**src/rtl/branch_hazard_ctrl_if.sv**
```systemverilog
// Bundle of the signals exchanged between the pipeline datapath and the
// branch/hazard sequencer. The datapath side is the master (it supplies
// the IF/ID and ID/EX instructions and the brcomp decision). The sequencer
// side is the slave (it returns the redirect, stall, flush and valid
// controls).
interface branch_hazard_ctrl_if;
  logic [31:0] id_instr_i;
  logic [31:0] ex_instr_i;
  logic        br_sel_i;
  logic        pc_sel_o;
  logic        stall_pc_o;
  logic        stall_ifid_o;
  logic        flush_ifid_o;
  logic        flush_idex_o;
  logic        ex_valid_o;
  logic [1:0]  ctrl_state_o;

  modport master (
    output id_instr_i, ex_instr_i, br_sel_i,
    input  pc_sel_o, stall_pc_o, stall_ifid_o, flush_ifid_o, flush_idex_o,
           ex_valid_o, ctrl_state_o
  );

  modport slave (
    input  id_instr_i, ex_instr_i, br_sel_i,
    output pc_sel_o, stall_pc_o, stall_ifid_o, flush_ifid_o, flush_idex_o,
           ex_valid_o, ctrl_state_o
  );
endinterface

```
**src/rtl/branch_hazard_ctrl.sv**
```systemverilog
// Pipeline sequencer for branch redirect/flush and load-use stalls.
// Tracks IF/ID and ID/EX valid bits so bubbles never act as taken branches.
// Optional BRCTRL_PERF_EN adds taken-redirect and stall-cycle counters.
module branch_hazard_ctrl #(
  parameter int unsigned LU_STALL_CYCLES = 1
) (
  input  logic                clk_i,
  input  logic                rst_ni,
  branch_hazard_ctrl_if.slave bus
`ifdef BRCTRL_PERF_EN
  ,
  output logic [31:0]         taken_cnt_o,
  output logic [31:0]         stall_cnt_o
`endif
);

  typedef enum logic [1:0] {
    RUN      = 2'b00,
    LU_STALL = 2'b01,
    FLUSH    = 2'b10
  } state_e;

  localparam logic [4:0] OPC_LOAD   = 5'b00000;
  localparam logic [4:0] OPC_LUI    = 5'b01101;
  localparam logic [4:0] OPC_AUIPC  = 5'b00101;
  localparam logic [4:0] OPC_JAL    = 5'b11011;
  localparam logic [4:0] OPC_BRANCH = 5'b11000;
  localparam logic [4:0] OPC_STORE  = 5'b01000;
  localparam logic [4:0] OPC_OP     = 5'b01100;

  state_e     state_q;
  logic       id_valid_q;
  logic       ex_valid_q;
  logic [1:0] cnt_q;

  logic [4:0] id_opc, ex_opc, ex_rd, id_rs1, id_rs2;
  logic       id_rs1_used, id_rs2_used;
  logic       taken, hazard;
  logic       pc_sel, stall_pc, stall_ifid, flush_ifid, flush_idex;

  // Decode the register fields and derive the taken and load-use conditions
  always_comb begin
    id_opc      = bus.id_instr_i[6:2];
    ex_opc      = bus.ex_instr_i[6:2];
    ex_rd       = bus.ex_instr_i[11:7];
    id_rs1      = bus.id_instr_i[19:15];
    id_rs2      = bus.id_instr_i[24:20];
    id_rs1_used = !(id_opc inside {OPC_LUI, OPC_AUIPC, OPC_JAL});
    id_rs2_used = id_opc inside {OPC_BRANCH, OPC_STORE, OPC_OP};
    taken       = ex_valid_q & bus.br_sel_i;
    hazard      = ex_valid_q & id_valid_q & (ex_opc == OPC_LOAD) & (ex_rd != 5'd0) &
                  (((ex_rd == id_rs1) & id_rs1_used) | ((ex_rd == id_rs2) & id_rs2_used));
  end

  // Pipeline controls; taken wins over a simultaneous load-use hazard
  always_comb begin
    pc_sel     = 1'b0;
    stall_pc   = 1'b0;
    stall_ifid = 1'b0;
    flush_ifid = 1'b0;
    flush_idex = 1'b0;
    unique case (state_q)
      RUN: begin
        if (taken) begin
          pc_sel     = 1'b1;
          flush_ifid = 1'b1;
          flush_idex = 1'b1;
        end else if (hazard) begin
          stall_pc   = 1'b1;
          stall_ifid = 1'b1;
          flush_idex = 1'b1;
        end
      end
      LU_STALL: begin
        stall_pc   = 1'b1;
        stall_ifid = 1'b1;
        flush_idex = 1'b1;
      end
      default: ;
    endcase
  end

  // Sequencer state, stall counter and per-stage valid tracking
  always_ff @(posedge clk_i) begin
    if (!rst_ni) begin
      state_q    <= RUN;
      id_valid_q <= 1'b0;
      ex_valid_q <= 1'b0;
      cnt_q      <= '0;
    end else begin
      id_valid_q <= flush_ifid ? 1'b0 : (stall_ifid ? id_valid_q : 1'b1);
      ex_valid_q <= flush_idex ? 1'b0 : id_valid_q;
      unique case (state_q)
        RUN: begin
          if (taken) begin
            state_q <= FLUSH;
          end else if (hazard) begin
            // The RUN cycle that detects the hazard is the first bubble,
            // so only LU_STALL_CYCLES-1 further cycles are spent in LU_STALL.
            cnt_q   <= 2'(LU_STALL_CYCLES - 1);
            state_q <= (LU_STALL_CYCLES > 1) ? LU_STALL : RUN;
          end
        end
        LU_STALL: begin
          cnt_q <= cnt_q - 2'd1;
          if (cnt_q == 2'd1) state_q <= RUN;
        end
        FLUSH:   state_q <= RUN;
        default: state_q <= RUN;
      endcase
    end
  end

  assign bus.pc_sel_o     = pc_sel;
  assign bus.stall_pc_o   = stall_pc;
  assign bus.stall_ifid_o = stall_ifid;
  assign bus.flush_ifid_o = flush_ifid;
  assign bus.flush_idex_o = flush_idex;
  assign bus.ex_valid_o   = ex_valid_q;
  assign bus.ctrl_state_o = state_q;

`ifdef BRCTRL_PERF_EN
  logic [31:0] taken_cnt_q, stall_cnt_q;

  // Event counters for redirects and stalled cycles, wrapping at 2^32
  always_ff @(posedge clk_i) begin
    if (!rst_ni) begin
      taken_cnt_q <= '0;
      stall_cnt_q <= '0;
    end else begin
      taken_cnt_q <= taken_cnt_q + {31'd0, pc_sel};
      stall_cnt_q <= stall_cnt_q + {31'd0, stall_pc};
    end
  end

  assign taken_cnt_o = taken_cnt_q;
  assign stall_cnt_o = stall_cnt_q;
`endif

endmodule
```
**src/flat_wrapper.sv**
```systemverilog
// flat-port wrapper written by rule: the top's interface ports become plain ports
module branch_hazard_ctrl_flat 
#(
  parameter int unsigned LU_STALL_CYCLES = 1
)
  (clk_i, rst_ni, bus_id_instr_i, bus_ex_instr_i, bus_br_sel_i, bus_pc_sel_o, bus_stall_pc_o, bus_stall_ifid_o, bus_flush_ifid_o, bus_flush_idex_o, bus_ex_valid_o, bus_ctrl_state_o);
  branch_hazard_ctrl_if bus_i ();
  input  logic clk_i;
  input  logic rst_ni;
  input wire logic [$bits(bus_i.id_instr_i)-1:0] bus_id_instr_i;
  input wire logic [$bits(bus_i.ex_instr_i)-1:0] bus_ex_instr_i;
  input wire logic [$bits(bus_i.br_sel_i)-1:0] bus_br_sel_i;
  output wire logic [$bits(bus_i.pc_sel_o)-1:0] bus_pc_sel_o;
  output wire logic [$bits(bus_i.stall_pc_o)-1:0] bus_stall_pc_o;
  output wire logic [$bits(bus_i.stall_ifid_o)-1:0] bus_stall_ifid_o;
  output wire logic [$bits(bus_i.flush_ifid_o)-1:0] bus_flush_ifid_o;
  output wire logic [$bits(bus_i.flush_idex_o)-1:0] bus_flush_idex_o;
  output wire logic [$bits(bus_i.ex_valid_o)-1:0] bus_ex_valid_o;
  output wire logic [$bits(bus_i.ctrl_state_o)-1:0] bus_ctrl_state_o;
  assign bus_i.id_instr_i = bus_id_instr_i;
  assign bus_i.ex_instr_i = bus_ex_instr_i;
  assign bus_i.br_sel_i = bus_br_sel_i;
  assign bus_pc_sel_o = bus_i.pc_sel_o;
  assign bus_stall_pc_o = bus_i.stall_pc_o;
  assign bus_stall_ifid_o = bus_i.stall_ifid_o;
  assign bus_flush_ifid_o = bus_i.flush_ifid_o;
  assign bus_flush_idex_o = bus_i.flush_idex_o;
  assign bus_ex_valid_o = bus_i.ex_valid_o;
  assign bus_ctrl_state_o = bus_i.ctrl_state_o;
  branch_hazard_ctrl #(.LU_STALL_CYCLES(LU_STALL_CYCLES)) u_core (.clk_i(clk_i), .rst_ni(rst_ni), .bus(bus_i));
endmodule
```
**config.mk**
```make
export PLATFORM = sky130hd
export DESIGN_NAME = branch_hazard_ctrl_flat
export DESIGN_NICKNAME = d
export VERILOG_FILES = /design/src/rtl/branch_hazard_ctrl_if.sv /design/src/rtl/branch_hazard_ctrl.sv /design/src/flat_wrapper.sv
export SDC_FILE = /design/constraint.sdc
export NUM_CORES = 1
export LEC_CHECK = 0
export BUFFER_PORTS_ARGS = -buffer_cell sky130_fd_sc_hd__buf_2
export CELL_PAD_IN_SITES_DETAIL_PLACEMENT = 1
export CELL_PAD_IN_SITES_GLOBAL_PLACEMENT = 2
export CORE_ASPECT_RATIO = 0.8
export CORE_MARGIN = 5
export CORE_UTILIZATION = 10
export CTS_CLUSTER_DIAMETER = 30
export DETAILED_ROUTE_END_ITERATION = 7
export PLACE_DENSITY_LB_ADDON = 0.1
export SLEW_MARGIN = 25
export SYNTH_ARGS = -nofsm -noshare
export SYNTH_HDL_FRONTEND = slang
export SYNTH_SLANG_ARGS = --single-unit
```
**constraint.sdc**
```tcl
create_clock -name clk_i -period 1.46 [get_ports clk_i]
set_clock_uncertainty 0.1 [all_clocks]
set_input_delay 0.146 -clock clk_i [delete_from_list [all_inputs] [get_ports clk_i]]
set_output_delay 0.146 -clock clk_i [all_outputs]
set_load 0.02 [all_outputs]
```
Word-level counts from Yosys, hierarchy flattened
Cells that the tools add are included.
Word-level totals
  bits in registers: 6
  word-level logic and storage cells: 52
Operators by class
  add/subtract/negate cells: 1
  eq/ne operators: 14
  mux-type cells: 13
  bitwise operators: 9
  reduce and logical (&&, ||, !) cells: 11
Operators by type and width (number)
  $eq A5 B4 Y1 const B: 3
  $eq A5 B5 Y1: 2
  $eq A5 B5 Y1 const B: 2
  $mux W2: 4
  $pmux W2 S2: 2
  $and A1 B1 Y1: 7
  $reduce_bool A3 Y1: 2
  $eq A5 B3 Y1 const B: 1
  $logic_not A5 Y1: 1
  $mux W1: 5
  $reduce_bool A5 Y1: 1
  $eq A2 B1 Y1 const B: 2
  $ne A2 B1 Y1 const B: 2
  $pmux W1 S2: 2
  $reduce_or A2 Y1: 2
  $ne A3 B1 Y1 const B: 1
  $reduce_and A3 Y1: 1
  $logic_not A2 Y1: 1
  $ne A2 B2 Y1 const B: 1
  $reduce_and A2 Y1: 1
  $reduce_bool A2 Y1: 1
  $sub A2 B1 Y2 const B: 1
  $logic_not A1 Y1: 1
  $not A1 Y1: 1
  $or A1 B1 Y1: 1

Depth between registers and ports, before layout
Gate-level depths: netlist of the first run.
  depth in word-level cells: 10
  depth in mapped cells: 5
  gate-level depth less buffers: 4

Worst setup path after synthesis of the first run
OpenSTA, ideal clock, no wires.
  path type: register to output
  from: register u_core.ex_valid_q (netlist: u_core.bus.ex_valid_o)
  to: output port bus_stall_pc_o
  arrival time: 1.597 ns
  data required time: 1.214 ns
  slack: -0.383 ns
  cell stages (with the launch flop): 6
  path through: dfxtp_1 -> nor4bb_1 -> o211a_1 -> nand2_1 -> a21oi_1 -> buf_4
On the way
  cells in the longest elaborated chain, start to end: 7
  elaborated cells between the ends (all ways): 8
  those cells by class: mux (3); bitwise (5)
Ends and longest elaborated chain
  start: declaration: line branch_hazard_ctrl.sv:33  | logic ex_valid_q;
  start signal: assignment: line branch_hazard_ctrl.sv:92  | ex_valid_q <= flush_idex ? 1'b0 : id_valid_q;
  $and A1 B1 Y1 (4 in a row): line branch_hazard_ctrl.sv:51  | hazard = ex_valid_q & id_valid_q & (ex_opc == OPC_LOAD) & (ex_rd != 5'd0) &
  $mux W1
  $mux W1 (*)
  $pmux W1 S2 (*)
  end: declaration: line flat_wrapper.sv:14  | output wire logic [$bits(bus_i.stall_pc_o)-1:0] bus_stall_pc_o;
Mark *: on every way between the ends. The rest lies on a longest branch, timed or not.

Worst setup path after layout of the first run
  from: input port bus_ex_instr_i[7]
  to: output port bus_flush_idex_o
On the way
  cells in the longest elaborated chain, start to end: 7
  elaborated cells between the ends (all ways): 11
  those cells by class: eq/ne (2); mux (3); bitwise (5); reduce/logical (1)
Ends and longest elaborated chain
  start: declaration: line flat_wrapper.sv:11  | input wire logic [$bits(bus_i.ex_instr_i)-1:0] bus_ex_instr_i;
  $eq A5 B5 Y1: line branch_hazard_ctrl.sv:52  | (((ex_rd == id_rs1) & id_rs1_used) | ((ex_rd == id_rs2) & id_rs2_used));
  $and A1 B1 Y1: line branch_hazard_ctrl.sv:52
  $or A1 B1 Y1: line branch_hazard_ctrl.sv:52
  $and A1 B1 Y1 (*): line branch_hazard_ctrl.sv:51
  $mux W1 (*): line branch_hazard_ctrl.sv:68  | end else if (hazard) begin
  $mux W1 (*): line branch_hazard_ctrl.sv:64  | if (taken) begin
  $pmux W1 S2 (*): line branch_hazard_ctrl.sv:62  | unique case (state_q)
  end: declaration: line flat_wrapper.sv:17  | output wire logic [$bits(bus_i.flush_idex_o)-1:0] bus_flush_idex_o;
Marks and branches as above.

==> results of run 1 <==
[cell usage in the layout (no fill, tap or decap)]
master and count:
inv_2 1, nand3b_1 1, o21ai_0 1, xor2_1 10
nor4_1 1, a21oi_4 1, nor3_1 1, nand3_1 2
inv_1 1, and4b_1 1, nand3_2 1, nor3b_1 2
nor4_2 1, nand2_2 1, dfxtp_2 3, conb_1 1
buf_2 31, and4_1 1, nand4_1 2, nand2_1 1
buf_6 3, or4_4 1, buf_4 12, a21oi_1 1
nor4bb_4 1, o211a_1 1, clkbuf_8 3, nor2_1 3
clkbuf_1 1
[stage by stage]
| step | hold WS [ps] | utilization, % | setup TNS (ps) | power, mW |
|---|---|---|---|---|
| 2_1_floorplan | 173 | - | -9.43 | 0.141 |
| 3_3_place_gp | 306 | 20.2 | -641 | 0.222 |
| 3_5_place_dp | 301 | 20.2 | -766 | 0.221 |
| 4_1_cts | 77.7 | 22.7 | -644 | 0.469 |
| 5_1_grt | 92.9 | 23.3 | -833 | 0.493 |
| 6_report | 78.9 | 23.3 | -569 | 0.463 |
[worst min-delay path by stage]
stage | from | end | slack [ps] | depth (start not counted)
after floorplan | rst_ni | u_core.bus.ctrl_state_o[1]$_SDFFE_PN0P_ | 170 | 2
after global placement | rst_ni | u_core.bus.ctrl_state_o[1]$_SDFFE_PN0P_ | 310 | 3
after detailed placement | rst_ni | u_core.bus.ctrl_state_o[1]$_SDFFE_PN0P_ | 300 | 3
after CTS | rst_ni | u_core.bus.ctrl_state_o[1]$_SDFFE_PN0P_ | 80 | 3
after global routing | rst_ni | u_core.bus.ctrl_state_o[1]$_SDFFE_PN0P_ | 90 | 3
final | rst_ni | u_core.bus.ctrl_state_o[1]$_SDFFE_PN0P_ | 80 | 3
[kinds of logic (layout without fill, tap and decap cells)]
group           count (synthesis)  after routing  synth area share [%]
xor+xnor                       10             10                  26.6
flops                           3              3                  18.3
simple gates                   20             20                  37.3
compound gates                  4              4                  7.60
other cells                     1              1                  1.14
buf+inv                         5             52                  9.13
[registers in the layout, summed over array words and instances, names as in the netlist]
register                 flops
u_core.bus.ctrl_state_o      1
u_core.bus.ex_valid_o        1
u_core.id_valid_q            1
[synthesized netlist by cell type]
cell type,number
buf_4,3
nand2_1,2
and4_1,1
o211a_1,1
or4_1,1
xor2_1,10
nand3b_1,1
nor2_1,3
inv_1,2
and4b_1,1
nor4bb_1,1
a21oi_1,2
o21ai_0,1
nor4_1,2
dfxtp_1,3
nand4_1,2
nand3_1,3
nor3_1,1
nor3b_1,2
conb_1,1
[layout make-up]
cell class                 instances  area (um2)
fill                             372        2400
multi-input combinational         35         283
timing repair buffer              46         279
sequential                         3        63.8
tap                               40        50.0
clock buffer                       4        45.0
inverter                           2        7.51
[worst min-delay path: cells and delay by family]
family / cells / cell delay, ps
buf+inv: 2 / 160
simple gates: 1 / 50
[power breakdown]
| part | internal [mW] | switching [mW] |
|---|---|---|
| Combinational | 0.0747 | 0.0622 |
| Clock | 0.186 | 0.0495 |
| Sequential | 0.0879 | 0.00268 |
[routing by layer]
| metal | GRT usage [%] | vias up | wire (um) |
|---|---|---|---|
| li1 | - | 246 | - |
| met2 | 10.6 | 21 | 648 |
| met4 | 1.55 | 0 | 0 |
| met1 | 8.15 | 213 | 595 |
| met3 | 1.79 | 0 | 94 |
| met5 | 0 | - | 0 |
[what timing repair did]
action | 4_1_cts | 5_1_grt
endpoints found under the hold margin | 0 | 0
gates cloned | 0 | 0
endpoints found under the setup margin | 4 | 4
setup buffers | 0 | 0
resized for setup | 8 | 5
pin swaps | 5 | 5
==> results.toml, run 1 <==
[yosys]
ys_warn_count = 0
synth_top_area_share_pct = 26.6
synth.area.top_cells = "xor2_1 27%, dfxtp_1 18%, buf_4 6.8%, nand3_1 4.6%, nor3b_1 4.6%"
ys_ff_latch = 3
yosysUniqueCellTypes = 20
synth_nets = 110
synth.avg_cell_area_um2 = 7.65
synth_area_um2 = 329
ys_seq_area_share_pct = 18.3
synth_cells = 43
synth_top_cell_by_area = "xor2_1"

[setup_path]
timing.rr.start = "u_core.id_valid_q$_SDFFE_PP0N_"
crit_path_cell_trace = "buf_2 -> or4_4 -> o211a_1 -> nand4_1 -> nand3_2 -> buf_6"
max_stage_delay_ps = 520
crit_path_start_kind = "input pin"
path_delay_family = "simple AND/OR/NAND/NOR gates"
path_buf_inv = 2
critPathLaunch = "bus_ex_instr_i[7]"
rrSetupSlack_ps = 80
endpoint_kind = "output pin"
endpoint = "bus_flush_idex_o"
reg2reg_depth = 4
cp.required_ps = 1210
rr_endpoint = "u_core.bus.ex_valid_o$_SDFF_PP0_"
worst-path-stages = 6
path_max_fanout = 3
crit_type = "input pin to output pin"
cp.arrival_ps = 1410
crit_path_top_delay_cell = "or4_4"

[place]
placed_cell_area_um2 = 633
gp_congestion = 0.699
place_ws_ps = -235
hpwl_um = 1250
dp.cells = 126
port_buffers = 34

[pwr]
p_leak_nw = 0.369
powerDensity_mw_per_mm2 = 635
vdd_drop_max_uv = 325

[global_routing]
grt_pass1_wl_um = 2190
antenna_found_initial = 0
grt_overflow = 0
first_global_vias = 550
grt_max_degree = 4
grt_usage_pct = 6.35

[timing]
final-setup-viol-count = 3
min_period_over_period_pct = 114
fmax_mhz = 603
setup_slack_ps = -198
hold_viol = 0
rsz0062_at_grt = "true"
fin_crit_ps = 1660
slew_viol_final = 0

[die]
rows = 18
dieArea_mm2 = 0.00455
chipWidth_um = 74.1
coreArea_mm2 = 0.00313
io_pins = 75
die_h_um = 61.3
start_util_pct = 10.5

[clock_network]
cts-root-buf = "clkbuf_8"
cts_tree = "done"
clock_sinks = 3
postCtsHoldBufs = 0
clk_latency_ps = 210
cts.clk_slew.worst_paths_ps = 30
cts_made_buffers = 3
cts_buffer_depth = 2
h-tree-depth = 1

[layout]
fin_cells = 130
nets = 158
design_area_um2 = 728
syn2layout_area_growth_pct = 121
n_antenna_cell = 0
drive_above_1_share_pct = 65.6

[drt]
drc = 0
vias = 480
wire_per_inst_um = 10.3
routed_wl_um = 1340
drt_iter0_drc = 8
vias_per_cell = 3.69
first_pass_iters = 2
ant_nets = 0

[run_status]
outcome = "complete, but fails checks"
violations = "negative setup slack"

[flow_run]
drv_cap = 0

[hold_path]
hold_class = "input pin to register"
Power figures use the tool's default switching activity.
==> run 2, diff against run 1 <==
Settings changed: HOLD_SLACK_MARGIN from default to 0.03.
Clock period 1.46 ns to 1.3 ns, I/O delays scaled along.
==> results.toml, run 2 (synthesized netlist as in run 1, its figures left out) <==
[layout]
final_core_util_pct = 25.0
syn2layout_area_growth_pct = 138
multiInputGateArea_um2 = 279
drive_above_1_share_pct = 66.3
fillCellCount = 375
n_antenna_cell = 0
layout_commonest_cell = "buf_2"
nets = 163
layout_common_cells = "29 x buf_2, 15 x buf_4, 10 x xor2_1"
seq_area_um2 = 63.8

[pwr]
vdd_drop_max_uv = 589
pwr-share-clk_pct = 50.6
switching_share_pct = 25.8
power.internal_mw = 0.399
switchingPower_mw = 0.139
seqPwrFrac_pct = 18.9
p_leak_nw = 0.395
p_comb_share_pct = 30.5
total_power_mw = 0.538
powerDensity_mw_per_mm2 = 688

[drt]
drt_iter0_drc = 6
vias_per_cell = 3.61
first_pass_iters = 4
routed_wl_um = 1400
vias = 488
ant_nets = 0
wire_per_inst_um = 10.3
drc = 0

[clock_network]
cts-root-buf = "clkbuf_8"
cts_made_buffers = 3
clock_sinks = 3
postCtsHoldBufs = 0
cts.clk_slew.worst_paths_ps = 30
h-tree-depth = 1
clk_latency_ps = 220
cts_tree = "done"
cts_buffer_depth = 2

[place]
gp_congestion = 0.697
hpwl_um = 1250
place_ws_ps = -349
port_buffers = 34

[die]
chipWidth_um = 74.1
start_util_pct = 10.5
io_pins = 75
die_h_um = 61.3
coreArea_mm2 = 0.00313
rows = 18
dieArea_mm2 = 0.00455

[global_routing]
antenna_found_initial = 0
first_global_vias = 539
grt.met1_usage_pct = 8.72
met3_usage_pct = 3.43
grt_usage_pct = 6.76
grt_max_degree = 4
grt_overflow = 0
use_met2_pct = 10.1
top_usage_layer = "met2"
grt_pass1_wl_um = 2290

[setup_path]
crit_path_start_kind = "register"
reg2reg_depth = 5
timing.rr.start = "u_core.bus.ctrl_state_o[1]$_SDFFE_PN0P_"
rrSetupSlack_ps = -230
cp.required_ps = 1070
cp.arrival_ps = 1420
rr_endpoint = "u_core.bus.ex_valid_o$_SDFF_PP0_"
crit_type = "register to output pin"
endpoint_kind = "output pin"
path_max_fanout = 3

[timing]
min_period_over_period_pct = 127
final-setup-viol-count = 6
slew_viol_final = 0
fin_crit_ps = 1650
setup_slack_ps = -346
hold_viol = 0
fmax_mhz = 608
rsz0062_at_grt = "true"

[hold_path]
hold_end = "u_core.bus.ctrl_state_o[1]$_SDFFE_PN0P_"
whs_path_depth = 3
hold_class = "input pin to register"
min-delay-start = "rst_ni"

[flow_run]
drv_cap = 0

[run_status]
violations = "negative setup slack"
outcome = "complete, but fails checks"
==> run 2: changes by cell type in the layout (fill, tap and decap cells not counted) <==
cell,delta
buf_6,+4
buf_2,-2
or4_1,+1
buf_4,+3
or4_4,-1
==> run 2: worst max-delay path, stage by stage, from the launching register on <==
cell	delay [ps]
dfxtp_2	320
nor4bb_4	270
o211a_1	230
nand4_1	150
nand3_2	120
buf_6	120
==> run 2: final cells by class <==
class | instances | area share (%)
repair buffers | 51 | 43.0
multi-input cells | 35 | 35.7
clock buffers | 4 | 5.76
flip-flops and latches | 3 | 8.16
well taps | 40 | 6.40
inverters | 2 | 0.960
==> run 2: worst max-delay path by stage <==
stage	from	end	slack (ps)	depth (start not counted)
final	u_core.bus.ctrl_state_o[1]$_SDFFE_PN0P_	bus_flush_idex_o	-350	5
after global routing	u_core.bus.ctrl_state_o[1]$_SDFFE_PN0P_	bus_flush_idex_o	-460	5
after CTS	u_core.bus.ctrl_state_o[1]$_SDFFE_PN0P_	bus_stall_ifid_o	-360	5
after detailed placement	bus_ex_instr_i[7]	bus_stall_ifid_o	-350	7
after global placement	bus_ex_instr_i[7]	bus_stall_pc_o	-340	7
after floorplan	u_core.bus.ctrl_state_o[1]$_SDFFE_PN0P_	bus_stall_pc_o	-150	5
==> run 2: per-layer routing <==
layer	vias up	routed length [um]
met2	22	648
met5	-	0
met1	211	616
met4	0	0
li1	255	-
met3	0	132
==> run 2: metrics by stage <==
| step | cells | area (um2) | hold slack (ps) | setup TNS [ps] |
|---|---|---|---|---|
| finish | 135 | 782 | 76.5 | -1760 |
| global route | 135 | 782 | 84.4 | -2400 |
| CTS | 134 | 756 | 57.2 | -1640 |
| detailed placement | 127 | 646 | 287 | -1310 |
| global placement | 127 | 646 | 303 | -1250 |
| floorplan | 43 | 354 | 157 | -258 |
==> run 2: repair_timing <==
action                                  CTS  global route
buffers inserted                          4             2
endpoints found under the setup margin    6             6
pin swaps                                 5             6
gates cloned                              0             0
gates resized for setup                  12             5
==> run 2: power by group through the flow <==
stage	combinational (mW)	sequential [mW]	clock, mW
3_3_place_gp	0.151	0.102	0
2_1_floorplan	0.0540	0.105	0
6_report	0.164	0.102	0.272
3_5_place_dp	0.150	0.102	0
5_1_grt	0.183	0.102	0.295
4_1_cts	0.162	0.101	0.282
==> run 3, diff against run 2 <==
Settings changed: CTS_CLUSTER_DIAMETER 30 to 60.
Clock period 1.3 ns to 1.6 ns, I/O delays scaled along.
==> results.toml, run 3 (synthesized netlist as in run 1, its figures left out) <==
[run_status]
outcome = "complete, but fails checks"
violations = "negative setup slack"

[place]
dp.cells = 121
port_buffers = 34
gp_congestion = 0.591
hpwl_um = 1200

[timing]
fmax_mhz = 599
fin_crit_ps = 1670
min_period_over_period_pct = 104
whs_ps = 80.6
slew_viol_final = 0
final-setup-viol-count = 3
setup_slack_ps = -70.4
hold_viol = 0
rsz0062_at_grt = "true"

[layout]
layout_commonest_cell = "buf_2"
nets = 154
layout_common_cells = "30 x buf_2, 10 x xor2_1, 8 x buf_4"
final_core_util_pct = 22.3
drive_above_1_share_pct = 59.3
syn2layout_area_growth_pct = 113
fin_cells = 126
n_antenna_cell = 0

[die]
start_util_pct = 10.5
dieArea_mm2 = 0.00455
die_h_um = 61.3
coreArea_mm2 = 0.00313
io_pins = 75
rows = 18
chipWidth_um = 74.1

[clock_network]
postCtsHoldBufs = 0
h-tree-depth = 1
cts.clk_slew.worst_paths_ps = 30
cts_buffer_depth = 2
cts_made_buffers = 3
cts-root-buf = "clkbuf_8"
clock_sinks = 3
clk_latency_ps = 210
cts_tree = "done"

[pwr]
seqPwrFrac_pct = 19.5
pwr-share-clk_pct = 51.8
switching_share_pct = 25.8
vdd_drop_max_uv = 334
p_comb_share_pct = 28.7
power.internal_mw = 0.313
powerDensity_mw_per_mm2 = 604
p_leak_nw = 0.347
switchingPower_mw = 0.109

[flow_run]
drv_cap = 0

[setup_path]
endpoint_kind = "output pin"
critPathLaunch = "bus_ex_instr_i[9]"
cp.required_ps = 1340
path_max_fanout = 3
timing.rr.start = "u_core.bus.ex_valid_o$_SDFF_PP0_"
cp.arrival_ps = 1410
crit_type = "input pin to output pin"
crit_path_start_kind = "input pin"

[drt]
wire_per_inst_um = 10.9
vias_per_cell = 3.62
vias = 456
drc = 0
drt_iter0_drc = 10
first_pass_iters = 3
routed_wl_um = 1380
ant_nets = 0

[global_routing]
first_global_vias = 475
grt_max_degree = 4
grt_overflow = 0
grt_usage_pct = 5.80
antenna_found_initial = 0
grt_pass1_wl_um = 2020

[hold_path]
min-delay-start = "rst_ni"
hold_class = "input pin to register"
## run 3: cell count changes in the layout (fill, tap and decap cells not counted), moves of 2 or more
cell	previous run	this run
buf_4	15	8
buf_6	7	4
dfxtp_1	0	2
dfxtp_2	3	1
## run 3: repair_timing
item	4_1_cts	5_1_grt
pin swaps	6	2
gates resized for setup	6	6
buffers inserted	1	1
setup endpoints to repair	3	4
## run 3: layout make-up
class                   instances  area, um2
inverters                       2       7.51
clock buffers                   4       45.0
fillers                       388       2430
flip-flops and latches          3       61.3
multi-input cells              35        280
repair buffers                 42        255
well taps                      40       50.0
## run 3: path summary, 6_finish.rpt
kind	end	slack, ps	cells past startpoint
setup / recovery	bus_flush_idex_o	-70	6
hold / removal	u_core.bus.ctrl_state_o[1]$_SDFFE_PN0P_	80	3
setup reg to reg	u_core.bus.ex_valid_o$_SDFF_PP0_	140	5
hold reg to reg	u_core.bus.ex_valid_o$_SDFF_PP0_	420	1
## run 3: critical path: stages
cell	delay, ps
buf_6	90
or4_4	520
o211a_1	270
nand4_1	120
nand3_1	100
buf_6	140
## run 3: power groups by stage
stage                     Sequential [mW]  Combinational (mW)  Clock (mW)
after floorplan                    0.0855              0.0431           0
after global placement             0.0824               0.108           0
after detailed placement           0.0824               0.109           0
after CTS                          0.0815               0.113       0.224
after global routing               0.0825               0.135       0.229
final                              0.0823               0.121       0.219
## run 3: stage by stage
step                      area, um2  TNS (ps)  power, mW  worst slack (ps)
after floorplan                 342         0      0.129              37.8
after global placement          592      -352      0.190              -107
after detailed placement        592      -379      0.192              -122
after CTS                       666      -240      0.419             -88.2
after global routing            699      -455      0.446              -191
final                           699      -180      0.422             -70.4
## run 3: layer usage
| layer | part of all wire (%) | track usage (%) | vias up |
|---|---|---|---|
| met5 | 0 | 0 | - |
| met4 | 1.1 | 2.33 | 0 |
| met3 | 9.2 | 1.47 | 2 |
| met2 | 46 | 8.84 | 21 |
| met1 | 43 | 7.85 | 198 |
| li1 | - | - | 235 |
